--- config.mk ---
export PLATFORM = sky130hd
export DESIGN_NAME = image_pixel_streamer_flat
export DESIGN_NICKNAME = d
export VERILOG_FILES = /design/src/rtl/image_pixel_streamer_if.sv /design/src/rtl/image_pixel_streamer.sv /design/src/flat_wrapper.sv
export SDC_FILE = /design/constraint.sdc
export NUM_CORES = 1
export LEC_CHECK = 0
export CORE_MARGIN = 2
export CORE_UTILIZATION = 61
export CTS_CLUSTER_SIZE = 8
export DETAILED_ROUTE_END_ITERATION = 8
export PLACE_DENSITY = 0.81
export SYNTH_ARGS = -nofsm -noshare
export SYNTH_HDL_FRONTEND = slang
export SYNTH_SLANG_ARGS = --single-unit
--- constraint.sdc ---
create_clock -name wb_clk_i -period 5.57 [get_ports wb_clk_i]
set_clock_uncertainty 0.15 [all_clocks]
set_input_delay 1.114 -clock wb_clk_i [delete_from_list [all_inputs] [get_ports wb_clk_i]]
set_output_delay 1.114 -clock wb_clk_i [all_outputs]
set_load 0.05 [all_outputs]
--- src/rtl/image_pixel_streamer_if.sv ---
// rtl/image_pixel_streamer_if.sv - size/word/pixel stream and status bundle for image_pixel_streamer
interface image_pixel_streamer_if #(
    parameter int DATA_WIDTH          = 32,
    parameter int PIXEL_WIDTH         = 8,
    parameter int MAX_IMAGE_SIZE_LOG2 = 9
);
    logic                         size_valid_i;
    logic [MAX_IMAGE_SIZE_LOG2:0] image_size_i;
    logic                         word_valid_i;
    logic [DATA_WIDTH-1:0]        word_data_i;
    logic                         word_ready_o;
    logic                         pix_valid_o;
    logic                         pix_ready_i;
    logic [PIXEL_WIDTH-1:0]       pix_data_o;
    logic [MAX_IMAGE_SIZE_LOG2:0] pix_row_o;
    logic [MAX_IMAGE_SIZE_LOG2:0] pix_col_o;
    logic                         sof_o;
    logic                         eol_o;
    logic                         eof_o;
    logic                         frame_done_o;
    logic                         busy_o;
    logic                         size_err_o;
    logic                         overflow_o;
    logic [15:0]                  stall_cycles_o;

    modport slave (
        input  size_valid_i, image_size_i, word_valid_i, word_data_i, pix_ready_i,
        output word_ready_o, pix_valid_o, pix_data_o, pix_row_o, pix_col_o,
               sof_o, eol_o, eof_o, frame_done_o, busy_o, size_err_o, overflow_o,
               stall_cycles_o
    );

    modport master (
        output size_valid_i, image_size_i, word_valid_i, word_data_i, pix_ready_i,
        input  word_ready_o, pix_valid_o, pix_data_o, pix_row_o, pix_col_o,
               sof_o, eol_o, eof_o, frame_done_o, busy_o, size_err_o, overflow_o,
               stall_cycles_o
    );
endinterface

--- src/rtl/image_pixel_streamer.sv ---
// rtl/image_pixel_streamer.sv - unpacks host pixel words into a row/col-tagged pixel stream
// Optional stall statistics counter enabled by PIX_STREAM_STATS_EN.
module image_pixel_streamer #(
    parameter int DATA_WIDTH          = 32,
    parameter int PIXEL_WIDTH         = 8,
    parameter int MAX_IMAGE_SIZE      = 512,
    parameter int MAX_IMAGE_SIZE_LOG2 = 9,
    parameter int FIFO_DEPTH          = 4
) (
    input  logic                  wb_clk_i,
    input  logic                  wb_rst_i,
    image_pixel_streamer_if.slave bus
);
    localparam int LANES  = DATA_WIDTH / PIXEL_WIDTH;
    localparam int LANE_W = (LANES > 1) ? $clog2(LANES) : 1;
    localparam int SZ_W   = MAX_IMAGE_SIZE_LOG2 + 1;
    localparam int TP_W   = 2 * MAX_IMAGE_SIZE_LOG2 + 2;
    localparam int AW     = (FIFO_DEPTH > 1) ? $clog2(FIFO_DEPTH) : 1;
    localparam int CNT_W  = AW + 1;

    typedef enum logic [1:0] {IDLE, STREAM, DONE} state_t;

    state_t                 state;
    logic [SZ_W-1:0]        img_n;
    logic [TP_W-1:0]        total_pix;
    logic [TP_W-1:0]        total_words;
    logic [TP_W-1:0]        words_accepted;
    logic [TP_W-1:0]        pix_sent;
    logic [SZ_W-1:0]        row_q;
    logic [SZ_W-1:0]        col_q;

    logic [DATA_WIDTH-1:0]  fifo_mem [FIFO_DEPTH];
    logic [AW-1:0]          wr_ptr;
    logic [AW-1:0]          rd_ptr;
    logic [CNT_W-1:0]       fifo_cnt;

    logic [DATA_WIDTH-1:0]  unp_word;
    logic [LANE_W-1:0]      unp_lane;
    logic                   unp_valid;
    logic [PIXEL_WIDTH-1:0] lane_pix [LANES];

    logic [TP_W-1:0]        req_pix;
    logic [TP_W-1:0]        req_words;
    logic                   size_ok;
    logic                   start_frame;
    logic                   streaming;
    logic                   out_ready;
    logic                   unp_take;
    logic                   last_lane;
    logic                   fifo_empty;
    logic                   fifo_full;
    logic                   fifo_pop;
    logic                   fifo_push;
    logic                   word_ready;
    logic                   pix_hs;
    logic                   eol_n;
    logic                   eof_n;

    for (genvar g = 0; g < LANES; g++) begin : g_lane
        assign lane_pix[g] = unp_word[g*PIXEL_WIDTH +: PIXEL_WIDTH];
    end

    assign req_pix     = TP_W'(bus.image_size_i) * TP_W'(bus.image_size_i);
    assign req_words   = (req_pix + TP_W'(LANES - 1)) / TP_W'(LANES);
    assign size_ok     = (bus.image_size_i != '0) && (bus.image_size_i <= SZ_W'(MAX_IMAGE_SIZE));
    assign start_frame = (state == IDLE) && bus.size_valid_i && size_ok;
    assign streaming   = (state == STREAM);

    assign out_ready   = !bus.pix_valid_o || bus.pix_ready_i;
    assign unp_take    = unp_valid && out_ready;
    // The final word of a frame may carry padding lanes past the last pixel.
    assign last_lane   = (unp_lane == LANE_W'(LANES - 1)) || (pix_sent == total_pix - TP_W'(1));

    assign fifo_empty  = (fifo_cnt == '0);
    assign fifo_full   = (fifo_cnt == CNT_W'(FIFO_DEPTH));
    assign fifo_pop    = streaming && !fifo_empty && (!unp_valid || (unp_take && last_lane));
    assign word_ready  = streaming && (!fifo_full || fifo_pop) && (words_accepted < total_words);
    assign fifo_push   = bus.word_valid_i && word_ready;
    assign pix_hs      = bus.pix_valid_o && bus.pix_ready_i;

    assign eol_n       = (col_q == img_n - SZ_W'(1));
    assign eof_n       = eol_n && (row_q == img_n - SZ_W'(1));

    assign bus.word_ready_o = word_ready;
    assign bus.busy_o       = streaming;

    always_ff @(posedge wb_clk_i) begin
        if (fifo_push) fifo_mem[wr_ptr] <= bus.word_data_i;
    end

    always_ff @(posedge wb_clk_i or negedge wb_rst_i) begin
        if (!wb_rst_i) begin
            state            <= IDLE;
            img_n            <= '0;
            total_pix        <= '0;
            total_words      <= '0;
            words_accepted   <= '0;
            pix_sent         <= '0;
            row_q            <= '0;
            col_q            <= '0;
            wr_ptr           <= '0;
            rd_ptr           <= '0;
            fifo_cnt         <= '0;
            unp_word         <= '0;
            unp_lane         <= '0;
            unp_valid        <= 1'b0;
            bus.pix_valid_o  <= 1'b0;
            bus.pix_data_o   <= '0;
            bus.pix_row_o    <= '0;
            bus.pix_col_o    <= '0;
            bus.sof_o        <= 1'b0;
            bus.eol_o        <= 1'b0;
            bus.eof_o        <= 1'b0;
            bus.frame_done_o <= 1'b0;
            bus.size_err_o   <= 1'b0;
            bus.overflow_o   <= 1'b0;
        end else begin
            bus.frame_done_o <= 1'b0;
            if ((state != IDLE) && bus.word_valid_i && !word_ready) bus.overflow_o <= 1'b1;

            if (fifo_push) begin
                wr_ptr         <= wr_ptr + AW'(1);
                words_accepted <= words_accepted + TP_W'(1);
            end
            if (fifo_pop) rd_ptr <= rd_ptr + AW'(1);
            if (fifo_push && !fifo_pop)      fifo_cnt <= fifo_cnt + CNT_W'(1);
            else if (!fifo_push && fifo_pop) fifo_cnt <= fifo_cnt - CNT_W'(1);

            if (fifo_pop) begin
                unp_word  <= fifo_mem[rd_ptr];
                unp_lane  <= '0;
                unp_valid <= 1'b1;
            end else if (unp_take) begin
                if (last_lane) unp_valid <= 1'b0;
                else           unp_lane  <= unp_lane + LANE_W'(1);
            end

            // Coordinates track the pixel moving into the output register.
            if (unp_take) begin
                pix_sent <= pix_sent + TP_W'(1);
                if (eol_n) begin
                    col_q <= '0;
                    row_q <= row_q + SZ_W'(1);
                end else begin
                    col_q <= col_q + SZ_W'(1);
                end
            end

            if (out_ready) begin
                bus.pix_valid_o <= unp_valid;
                bus.sof_o       <= unp_valid && (row_q == '0) && (col_q == '0);
                bus.eol_o       <= unp_valid && eol_n;
                bus.eof_o       <= unp_valid && eof_n;
                if (unp_valid) begin
                    bus.pix_data_o <= lane_pix[unp_lane];
                    bus.pix_row_o  <= row_q;
                    bus.pix_col_o  <= col_q;
                end
            end

            case (state)
                IDLE: begin
                    if (bus.size_valid_i) begin
                        if (size_ok) begin
                            state          <= STREAM;
                            img_n          <= bus.image_size_i;
                            total_pix      <= req_pix;
                            total_words    <= req_words;
                            bus.size_err_o <= 1'b0;
                            words_accepted <= '0;
                            pix_sent       <= '0;
                            row_q          <= '0;
                            col_q          <= '0;
                            wr_ptr         <= '0;
                            rd_ptr         <= '0;
                            fifo_cnt       <= '0;
                            unp_valid      <= 1'b0;
                        end else begin
                            bus.size_err_o <= 1'b1;
                        end
                    end
                end
                STREAM: begin
                    if (pix_hs && bus.eof_o) begin
                        state            <= DONE;
                        bus.frame_done_o <= 1'b1;
                    end
                end
                DONE: begin
                    if (!bus.size_valid_i) state <= IDLE;
                end
                default: state <= IDLE;
            endcase
        end
    end

`ifdef PIX_STREAM_STATS_EN
    logic [15:0] stall_cnt;

    always_ff @(posedge wb_clk_i or negedge wb_rst_i) begin
        if (!wb_rst_i) begin
            stall_cnt <= '0;
        end else if (start_frame) begin
            stall_cnt <= '0;
        end else if (bus.pix_valid_o && !bus.pix_ready_i && (stall_cnt != 16'hFFFF)) begin
            stall_cnt <= stall_cnt + 16'd1;
        end
    end

    assign bus.stall_cycles_o = stall_cnt;
`else
    assign bus.stall_cycles_o = '0;
`endif
endmodule

--- src/flat_wrapper.sv ---
// flat-port wrapper written by rule: the top's interface ports become plain ports
module image_pixel_streamer_flat 
#(
    parameter int DATA_WIDTH          = 32,
    parameter int PIXEL_WIDTH         = 8,
    parameter int MAX_IMAGE_SIZE      = 512,
    parameter int MAX_IMAGE_SIZE_LOG2 = 9,
    parameter int FIFO_DEPTH          = 4
)
  (wb_clk_i, wb_rst_i, bus_size_valid_i, bus_image_size_i, bus_word_valid_i, bus_word_data_i, bus_pix_ready_i, bus_word_ready_o, bus_pix_valid_o, bus_pix_data_o, bus_pix_row_o, bus_pix_col_o, bus_sof_o, bus_eol_o, bus_eof_o, bus_frame_done_o, bus_busy_o, bus_size_err_o, bus_overflow_o, bus_stall_cycles_o);
  image_pixel_streamer_if #(.DATA_WIDTH(DATA_WIDTH), .PIXEL_WIDTH(PIXEL_WIDTH), .MAX_IMAGE_SIZE_LOG2(MAX_IMAGE_SIZE_LOG2)) bus_i ();
  input  logic wb_clk_i;
  input  logic wb_rst_i;
  input wire logic [$bits(bus_i.size_valid_i)-1:0] bus_size_valid_i;
  input wire logic [$bits(bus_i.image_size_i)-1:0] bus_image_size_i;
  input wire logic [$bits(bus_i.word_valid_i)-1:0] bus_word_valid_i;
  input wire logic [$bits(bus_i.word_data_i)-1:0] bus_word_data_i;
  input wire logic [$bits(bus_i.pix_ready_i)-1:0] bus_pix_ready_i;
  output wire logic [$bits(bus_i.word_ready_o)-1:0] bus_word_ready_o;
  output wire logic [$bits(bus_i.pix_valid_o)-1:0] bus_pix_valid_o;
  output wire logic [$bits(bus_i.pix_data_o)-1:0] bus_pix_data_o;
  output wire logic [$bits(bus_i.pix_row_o)-1:0] bus_pix_row_o;
  output wire logic [$bits(bus_i.pix_col_o)-1:0] bus_pix_col_o;
  output wire logic [$bits(bus_i.sof_o)-1:0] bus_sof_o;
  output wire logic [$bits(bus_i.eol_o)-1:0] bus_eol_o;
  output wire logic [$bits(bus_i.eof_o)-1:0] bus_eof_o;
  output wire logic [$bits(bus_i.frame_done_o)-1:0] bus_frame_done_o;
  output wire logic [$bits(bus_i.busy_o)-1:0] bus_busy_o;
  output wire logic [$bits(bus_i.size_err_o)-1:0] bus_size_err_o;
  output wire logic [$bits(bus_i.overflow_o)-1:0] bus_overflow_o;
  output wire logic [$bits(bus_i.stall_cycles_o)-1:0] bus_stall_cycles_o;
  assign bus_i.size_valid_i = bus_size_valid_i;
  assign bus_i.image_size_i = bus_image_size_i;
  assign bus_i.word_valid_i = bus_word_valid_i;
  assign bus_i.word_data_i = bus_word_data_i;
  assign bus_i.pix_ready_i = bus_pix_ready_i;
  assign bus_word_ready_o = bus_i.word_ready_o;
  assign bus_pix_valid_o = bus_i.pix_valid_o;
  assign bus_pix_data_o = bus_i.pix_data_o;
  assign bus_pix_row_o = bus_i.pix_row_o;
  assign bus_pix_col_o = bus_i.pix_col_o;
  assign bus_sof_o = bus_i.sof_o;
  assign bus_eol_o = bus_i.eol_o;
  assign bus_eof_o = bus_i.eof_o;
  assign bus_frame_done_o = bus_i.frame_done_o;
  assign bus_busy_o = bus_i.busy_o;
  assign bus_size_err_o = bus_i.size_err_o;
  assign bus_overflow_o = bus_i.overflow_o;
  assign bus_stall_cycles_o = bus_i.stall_cycles_o;
  image_pixel_streamer #(.DATA_WIDTH(DATA_WIDTH), .PIXEL_WIDTH(PIXEL_WIDTH), .MAX_IMAGE_SIZE(MAX_IMAGE_SIZE), .MAX_IMAGE_SIZE_LOG2(MAX_IMAGE_SIZE_LOG2), .FIFO_DEPTH(FIFO_DEPTH)) u_core (.wb_clk_i(wb_clk_i), .wb_rst_i(wb_rst_i), .bus(bus_i));
endmodule
* Word-level counts from Yosys, hierarchy flattened
Memories as Yosys holds them, arrays and structs flattened. A register that Yosys moved wholly into a read port is not among the register bits. Cells that the tools add are included.
Operators by class: $add $sub $neg 12, $mul 1, $lt $le $gt $ge 3, eq/ne operators 12, muxes and demuxes 53, bitwise logic cells 1, reductions and logical operators 43
Operators by type and width (number):
- $mux 20 | 8
- $mux 10 | 10
- $add 20x1->20 const B | 2
- $mux 2 | 15
- $add 10x1->10 const B | 2
- $add 20x2->20 const B | 1
- $eq 10x10->1 | 2
- $eq 20x20->1 | 1
- $logic_not 10->1 | 2
- $lt 20x18->1 | 1
- $mul 10x10->20 | 1
- $sub 20x1->20 const B | 1
- $logic_and 1x1->1 | 19
- $bmux 8 s2 | 1
- $mux 8 | 2
- $mux 3 | 5
- $mux 1 | 11
- $le 10x10->1 const B | 1
- $reduce_bool 10->1 | 1
- $sub 10x1->10 const B | 1
- $logic_not 1->1 | 8
- $ne 2x2->1 const B | 4
- $add 2x1->2 const B | 3
- $pmux 2 s3 | 1
- other kinds (15) | 22
Storage, ports and cells: register bits after elaboration 155, RAM bits 128, input port bits 47, output and inout port bits 53, logic and storage cells 149, memories kept 1
Memories:
- u_core.fifo_mem | words 4, width 32, read ports 1, clocked after Yosys merged registers in 1, write ports 1, RTL line image_pixel_streamer.sv:32 | logic [DATA_WIDTH-1:0] fifo_mem [FIFO_DEPTH];

* Logic depth before layout (Yosys ltp)
Gate-level depths: netlist of the first run.
depth after elaboration 17, depth in mapped cells 22, mapped depth without buffers 21

* Least setup slack after synthesis of the first run
OpenSTA, ideal clock, no wires.
kind input to register, from in bus_image_size_i[0], to reg u_core.total_pix[19], library setup time 125 ps, arrival time 5861 ps, required time 5295 ps, path slack -566 ps, stages on the path 19, path buffers 1, cells stage by stage clkbuf_1 -> nand2_1 -> fa_1 -> fa_1 -> inv_1 -> fa_1 -> fa_1 -> inv_1 -> fa_1 -> inv_1 -> ha_1 -> o21ai_0 -> o21bai_1 -> o211ai_1 -> a21oi_1 -> a211oi_1 -> a21oi_1 -> xnor2_1 -> mux2_2
Between the ends: cells in the longest elaborated chain, start to end 3, elaborated cells between the ends (all ways) 5, those cells by class 1 x mul; 1 x order compare; 3 x reduce/logical
RTL lines:
- start, declared | RTL line flat_wrapper.sv:15 | input wire logic [$bits(bus_i.image_size_i)-1:0] bus_image_size_i;
- branches (longest 3 deep; another with $mul 10x10->20)
- end signal, assigned | RTL line image_pixel_streamer.sv:167 | total_pix <= req_pix;
- end, declared | RTL line image_pixel_streamer.sv:25 | logic [TP_W-1:0] total_pix;
Parallel ways; which one is timed is not known. A chain may end at the register's enable or synchronous reset.

* Final worst setup path of the first run
from in bus_image_size_i[7], to reg u_core.total_pix[19]
The elaborated chain is that of the path after synthesis.

==> results.md, run 1 <==
- DR vias/cell: 5.795
- Diode count: 0
- Largest family of logic cells by synthesized area: simple AND/OR/NAND/NOR gates
- Post-layout nets: 1813
- Clock root buffer: clkbuf_16
- Warnings from Yosys: 0
- Leak: 0.008888 uW
- CP arrival: 5.68 ns
- Delay-heaviest family, CP: adder cells
- CP Capture Type: flop
- DP HPWL: 26.20 mm
- Synth top area share: 26.73%
- Average wire per standard cell: 19.03 um
- Cells after Synth: 1499
- Detailed-route wire length: 38.83 mm
- CTS H-tree lvls: 2
- Post-synthesis adder-cell area fraction: 11.24%
- GRT overflow: 0
- Compound-Gate Fraction of Synth Area: 5.801%
- Most frequent CP cell: fa_1
- WP buf/inv: 4
- Core ar.: 27860 um2
- Post-synth EDFFs: 128
- Vias: 11820
- Global-route wire length before repair: 63.04 mm
- Hold_ws: 0.3234 ns
- Critical Path Slowest Stage Cell: fa_1
- Placer congestion estimate: 0.8537
- Post-Syn Area per Cell: 11.55 um2
- Fraction of the cycle the final worst path needs: 97.41%
- Initial drt markers: 941
- Fin crit period: 5.426 ns
- Status: finished, final reports clean
- Fillers: 1794
- Worst-margin pin slew: 0.9127 ns
- Worst-Skew Late Latency: 0.56 ns
- Top cells by count, synth: 209 x nand2_1, 185 x dfrtp_1, 128 x edfxtp_1
- Required time worst endpoint: 5.82 ns
- Critical Path Start Type: input pin
- Multi-input logic area: 8233 um2
- Register-to-register setup slack: 1.19 ns
- Max_cap viols: 0
- Hold Buf Count CTS: 0
- Relative slew slack: 39.15%
- Starting Density: 62.17%
- Overall global routing resource usage: 26.51%
- Crit-path max cell delay: 0.50 ns
- Max Fclk: 0.1843 GHz
- Vias in the first global route: 12280
- Initial antenna violation count: 1
- Critical path origin: bus_image_size_i[7]
- Post-synthesis cell type count: 77
- Mux share of post-synthesis cell area: 9.008%
- Hold path cells: 2
- DR pass1 iterations: 6
- Ports: 100
- Buffers on Ports: 83
- Post-DRT Antenna Nets: 0
- Cell with the most instances after synthesis: nand2_1
- Capture point of the critical path: u_core.total_pix[19]$_DFFE_PN0P_
- Rows: 61
- Pwr dens: 498.9 nW/um2
- Clk buf depth: 3
- Max-slew violations: 0
- Largest net degree at the start of global routing: 94
- Register area share after synthesis: 48.92%
- Critical path, cell by cell: buf_2 > nand2_2 > fa_1 > fa_1 > inv_1 > fa_1 > fa_1 > inv_1 > fa_1 > inv_2 > ha_4 > nor3_2 > nand3_1 > o211ai_1 > a21oi_2 > a211oi_2 > a21oi_2 > xnor2_1 > mux2_2
- Yosys reg bits: 313
- Synthesized cell area: 17320 um2
- R2R cell count: 12
- Die Wd: 172.5 um
- Setup CP Type: input pin to flop
- CTS Sinks: 313
- DRC Markers: 0
- Die height: 172.5 um
- Final setup fails: 0
- Synth area leader: dfrtp_1
- Crit path max fanout: 7
- FFs w/ async S/R, synth: 59.11%
- Maximum vdd drop: 0.4394 mV
- Num CTS Buffers: 45
- RR Startpoint: u_core.total_pix[0]$_DFFE_PN0P_
- Top cells by area, synth: dfrtp_1 27%, edfxtp_1 22%, ha_1 5.9%
- Area growth, synth to finish: 17.32%
- Die Footprint: 29760 um2
- Xor/xnor share of the synthesized area: 5.526%
- Area occupied by registers: 8476 um2
- Final Util: 72.94%
- Fin. Hold Viols: 0
- Share of post-route cells with drive strength above 1: 15.70%
- Post-Synth Simple-Gate Area: 14.56%
- Worst hold path class: flop to flop
- Reg clk slew, reported paths: 0.05 ns
- Critical path depth: 19
- TritonCTS clock tree: built
- R2r endpoint: u_core.fifo_mem[2][7]$_DFFE_PP_
- Most common flop cell mapped by yosys: dfrtp_1
[worst reg2reg max path, cell delays in order, from the launching register on]
cell       delay, ns
dfrtp_1         0.53
inv_1           0.17
ha_1            0.23
nor3b_1         0.48
nand2_1         0.16
nor4_1          0.37
o32ai_1         0.18
nor4_4          0.31
buf_4           0.23
o2111ai_4       0.33
nand2_1         0.25
and2_1          0.16
buf_4           0.44
[sequential cells by signal, summed over array words and instances (netlist names), 2 cells and up]
register,cells
u_core.bus.pix_data_o,8
u_core.total_words,18
u_core.img_n,9
u_core.bus.pix_col_o,10
u_core.state,2
u_core.rd_ptr,2
u_core.words_accepted,20
u_core.fifo_cnt,3
u_core.pix_sent,20
u_core.total_pix,19
u_core.unp_word,32
u_core.fifo_mem,128
u_core.row_q,10
u_core.wr_ptr,2
u_core.unp_lane,2
u_core.bus.pix_row_o,10
u_core.col_q,10
[worst min-delay path by stage]
stage                                           endpoint                                 start  slack [ns]
floorplan              u_core.total_words[0]$_DFFE_PN0P_     u_core.total_words[0]$_DFFE_PN0P_        0.29
global placement       u_core.bus.overflow_o$_DFFE_PN0P_     u_core.bus.overflow_o$_DFFE_PN0P_        0.31
detailed placement  u_core.bus.pix_data_o[2]$_DFFE_PN0P_  u_core.bus.pix_data_o[2]$_DFFE_PN0P_        0.31
CTS                   u_core.total_words[12]$_DFFE_PN0P_    u_core.total_words[12]$_DFFE_PN0P_        0.33
global route         u_core.words_accepted[19]$_DFF_PN0_   u_core.words_accepted[19]$_DFF_PN0_        0.34
finish                 u_core.bus.overflow_o$_DFFE_PN0P_     u_core.bus.overflow_o$_DFFE_PN0P_        0.32
[timing repair]
item / in CTS / in global routing
setup endpoints to repair: 19 / 17
buffers inserted: 0 / 1
resized for setup: 27 / 29
pin swaps: 1 / 9
[report_power, final]
part           internal [uW]  total (uW)  switching (uW)  leakage, uW
sequential              3030        3580             552      0.00355
combinational           1920        4030            2110      0.00471
clock                   1540        2530             988     0.000630
total                   6480       10100            3650      0.00889
[per-stage QoR]
step	total power, uW	TNS (ns)	instances	area [um2]	setup WS, ns
2_1_floorplan	6381	-0.3787	1514	17570	-0.1150
3_3_place_gp	7357	-13.98	1968	18980	-0.8677
3_5_place_dp	7525	-15.37	1968	18980	-0.9030
4_1_cts	10130	0	2039	20310	0.002634
5_1_grt	10750	-0.09989	2040	20320	-0.04669
6_report	10140	0	2040	20320	0.1441
[kinds of logic (layout without fill, tap and decap cells)]
| kind of cell | Yosys count | in the layout |
|---|---|---|
| adder cells (fa/ha/maj) | 128 | 128 |
| XOR/XNOR | 103 | 103 |
| AND/OR/NAND/NOR | 505 | 505 |
| buffers and inverters | 191 | 339 |
| multiplexers | 101 | 101 |
| AO/OA/AOI/OAI | 157 | 157 |
| flip-flops | 313 | 313 |
| other | 1 | 16 |
[per-layer routing]
layer / vias to the layer above / track usage (%) / wire length [um]
li1: 5470 / - / -
met5: - / 0 / 13
met3: 87 / 3.979 / 1951
met1: 5895 / 34.19 / 15670
met2: 367 / 45.03 / 19730
met4: 2 / 11.29 / 1464
[cell usage in the layout, fill, tap and decap left out, types with 7 or more instances in the layout]
cell type / n
mux4_2: 40
edfxtp_1: 128
nor3b_1: 8
mux2_2: 30
nand2b_1: 22
xor2_1: 44
buf_4: 76
clkbuf_1: 21
nor2_1: 70
conb_1: 16
nand3b_1: 7
and2_1: 29
mux2i_1: 22
nor2b_1: 7
clkdlybuf4s50_1: 71
nand4_1: 20
fa_1: 44
and3_1: 19
dfrtp_1: 183
ha_1: 77
xnor2_1: 55
a21o_1: 13
a21oi_1: 37
mux2_1: 9
a21oi_2: 8
o21ai_0: 45
nand2_1: 205
nand3_1: 40
nor3_1: 16
inv_1: 103
clkbuf_16: 45
nor4_1: 14
[area by class of cell]
cell class / count / share of cell area [%]
Clock buffer: 66 / 5.929
Clock inverter: 5 / 0.5665
Inverter: 105 / 1.940
Multi-Input combinational cell: 1010 / 40.51
Sequential cell: 313 / 41.71
Tap cell: 378 / 2.327
Timing Repair Buffer: 163 / 7.013
Power figures use the tool's default switching activity.
==> inputs of run 2 (changes only) <==
--- a/config.mk
+++ b/config.mk
@@ -7,7 +7,7 @@
 export LEC_CHECK = 0
 export CORE_MARGIN = 2
 export CORE_UTILIZATION = 61
-export CTS_CLUSTER_SIZE = 8
+export CTS_CLUSTER_SIZE = 16
 export DETAILED_ROUTE_END_ITERATION = 8
 export PLACE_DENSITY = 0.81
 export SYNTH_ARGS = -nofsm -noshare
==> run 2 against run 1 <==
Effect of this change:
- sequential cell count did not move
- sequential share of layout area rose by 0.34 points
- via count fell by 1.4%
- count of clock-buffer cells in the layout fell by 25
- global-route usage fell by 0.92 points
- clock power fell by 7%
- critical path depth fell by 1
- critical endpoint unchanged
==> results.md, run 2 (synthesis results as in run 1) <==
- Worst-margin pin slew: 0.9024 ns
- Critical path, cell by cell: clkbuf_2 > buf_4 > fa_1 > fa_1 > ha_1 > fa_1 > inv_1 > fa_1 > inv_1 > ha_4 > nand3_1 > nand3_1 > o211ai_1 > a21oi_2 > a211oi_2 > a21oi_2 > xnor2_1 > mux2_2
- Register bank with the most flops: u_core.fifo_mem
- Average wire per standard cell: 18.55 um
- Max reg flops: 128
- Detailed-route wire length: 37.59 mm
- Clk buf depth: 3
- Crit path max fanout: 6
- Diode count: 0
- Max_cap viols: 0
- Critical Path Start Type: input pin
- Ports: 100
- Core ar.: 27860 um2
- CP Capture Type: flop
- Initial antenna violation count: 2
- Hold_ws: 0.3262 ns
- Starting Density: 62.17%
- Hold Crit Start: u_core.bus.overflow_o$_DFFE_PN0P_
- Hold EP: u_core.bus.overflow_o$_DFFE_PN0P_
- Post-layout nets: 1799
- Reg clk slew, reported paths: 0.06 ns
- Vias in the first global route: 11950
- Rows: 61
- Setup TNS: 0 ns
- Final Util: 72.35%
- Max-slew violations: 0
- Fin. Hold Viols: 0
- Design area: 20160 um2
- Relative slew slack: 39.84%
- DRC Markers: 0
- Initial drt markers: 770
- Required time worst endpoint: 5.86 ns
- DR pass1 iterations: 5
- Die Footprint: 29760 um2
- Fin crit period: 5.376 ns
- RR Startpoint: u_core.total_pix[0]$_DFFE_PN0P_
- GRT overflow: 0
- Crit-path max cell delay: 0.57 ns
- Share of post-route cells with drive strength above 1: 15.78%
- Die height: 172.5 um
- Worst hold path class: flop to flop
- CTS H-tree lvls: 1
- CTS Sinks: 313
- Die Wd: 172.5 um
- Most frequent CP cell: fa_1
- Buffers on Ports: 83
- Top Registers: u_core.fifo_mem (128), u_core.unp_word (32)
- Leak: 0.008834 uW
- CP arrival: 5.67 ns
- R2R cell count: 12
- Vias: 11660
- Fraction of the cycle the final worst path needs: 96.51%
- Clock root buffer: clkbuf_16
- Global-route wire length before repair: 61.31 mm
- Hold path cells: 2
- Commonest non-fill, non-tap cell in the layout: nand2_1
- Setup CP Type: input pin to flop
- DP HPWL: 26.20 mm
- Overall global routing resource usage: 25.59%
- TritonCTS clock tree: built
- DR vias/cell: 5.754
- Critical Path Slowest Stage Cell: fa_1
- Most frequent cells in the layout: 205 x nand2_1, 183 x dfrtp_1, 128 x edfxtp_1, 103 x inv_1, 78 x ha_1
- Status: finished, final reports clean
- Register-to-register setup slack: 1.23 ns
- Post-DRT Antenna Nets: 0
- Num CTS Buffers: 31
- R2r endpoint: u_core.fifo_mem[3][0]$_DFFE_PP_
- Final setup fails: 0
- Pwr dens: 493.0 nW/um2
- DP Area: 18980 um2
- Area growth, synth to finish: 16.37%
- Maximum vdd drop: 0.3672 mV
- Largest net degree at the start of global routing: 94
- Worst-Skew Late Latency: 0.58 ns
- Placer congestion estimate: 0.8537
- Max Fclk: 0.1860 GHz
==> run 2: final cells by class <==
type	instances	area [um2]
Sequential cell	313	8476
Multi-Input combinational cell	1010	8218
Inverter	105	394.1
Tap cell	378	473.0
Clock buffer	41	873.3
Fill cell	1799	7702
Timing Repair Buffer	163	1425
Clock inverter	16	296.5
==> run 2: what timing repair did <==
item                                   CTS  global route
endpoints found under the hold margin    0             0
setup buffers                            0             1
resized for setup                       18            27
pin swaps                                1             8
setup endpoints to repair               18            16
hold buffers                             0             0
==> run 2: worst max-delay path by stage <==
stage                         from                                 end  slack (ns)  cells past startpoint
4_1_cts        bus_image_size_i[2]    u_core.total_pix[19]$_DFFE_PN0P_       0.001                     19
6_report       bus_image_size_i[3]    u_core.total_pix[19]$_DFFE_PN0P_        0.19                     18
5_1_grt        bus_image_size_i[3]    u_core.total_pix[19]$_DFFE_PN0P_      -0.004                     18
3_5_place_dp   bus_image_size_i[6]    u_core.total_pix[19]$_DFFE_PN0P_       -0.90                     19
3_3_place_gp   bus_image_size_i[6]  u_core.total_words[17]$_DFFE_PN0P_       -0.87                     19
2_1_floorplan  bus_image_size_i[4]    u_core.total_pix[19]$_DFFE_PN0P_       -0.12                     19
==> run 2: through the flow <==
step	power, uW	worst slack, ns	cells
2_1_floorplan	6381	-0.1150	1514
3_3_place_gp	7357	-0.8677	1968
3_5_place_dp	7525	-0.9030	1968
4_1_cts	9938	0.001391	2025
5_1_grt	10530	-0.003603	2026
6_report	9936	0.1944	2026
==> run 2: per-layer routing <==
| metal | part of all wire (%) | global-route usage, % |
|---|---|---|
| met5 | 0.067 | 0 |
| met4 | 4.4 | 10.93 |
| met3 | 4.8 | 3.338 |
| met2 | 50 | 43.44 |
| met1 | 40 | 33.38 |
==> run 2: report_power, final <==
group / switching [uW] / leakage, uW / total (uW) / internal, uW
registers: 543 / 0.00355 / 3560 / 3020
logic: 2100 / 0.00471 / 4010 / 1910
clock network: 887 / 0.000576 / 2360 / 1470
total: 3530 / 0.00883 / 9940 / 6410
==> run 2: worst max-delay path: cells and delay by family <==
kind | cells | cell delay [ns]
buffers and inverters | 4 | 0.46
AND/OR/NAND/NOR | 2 | 0.20
XOR/XNOR | 1 | 0.14
AO/OA/AOI/OAI | 4 | 0.81
multiplexers | 1 | 0.27
adder cells (fa/ha/maj) | 6 | 2.67
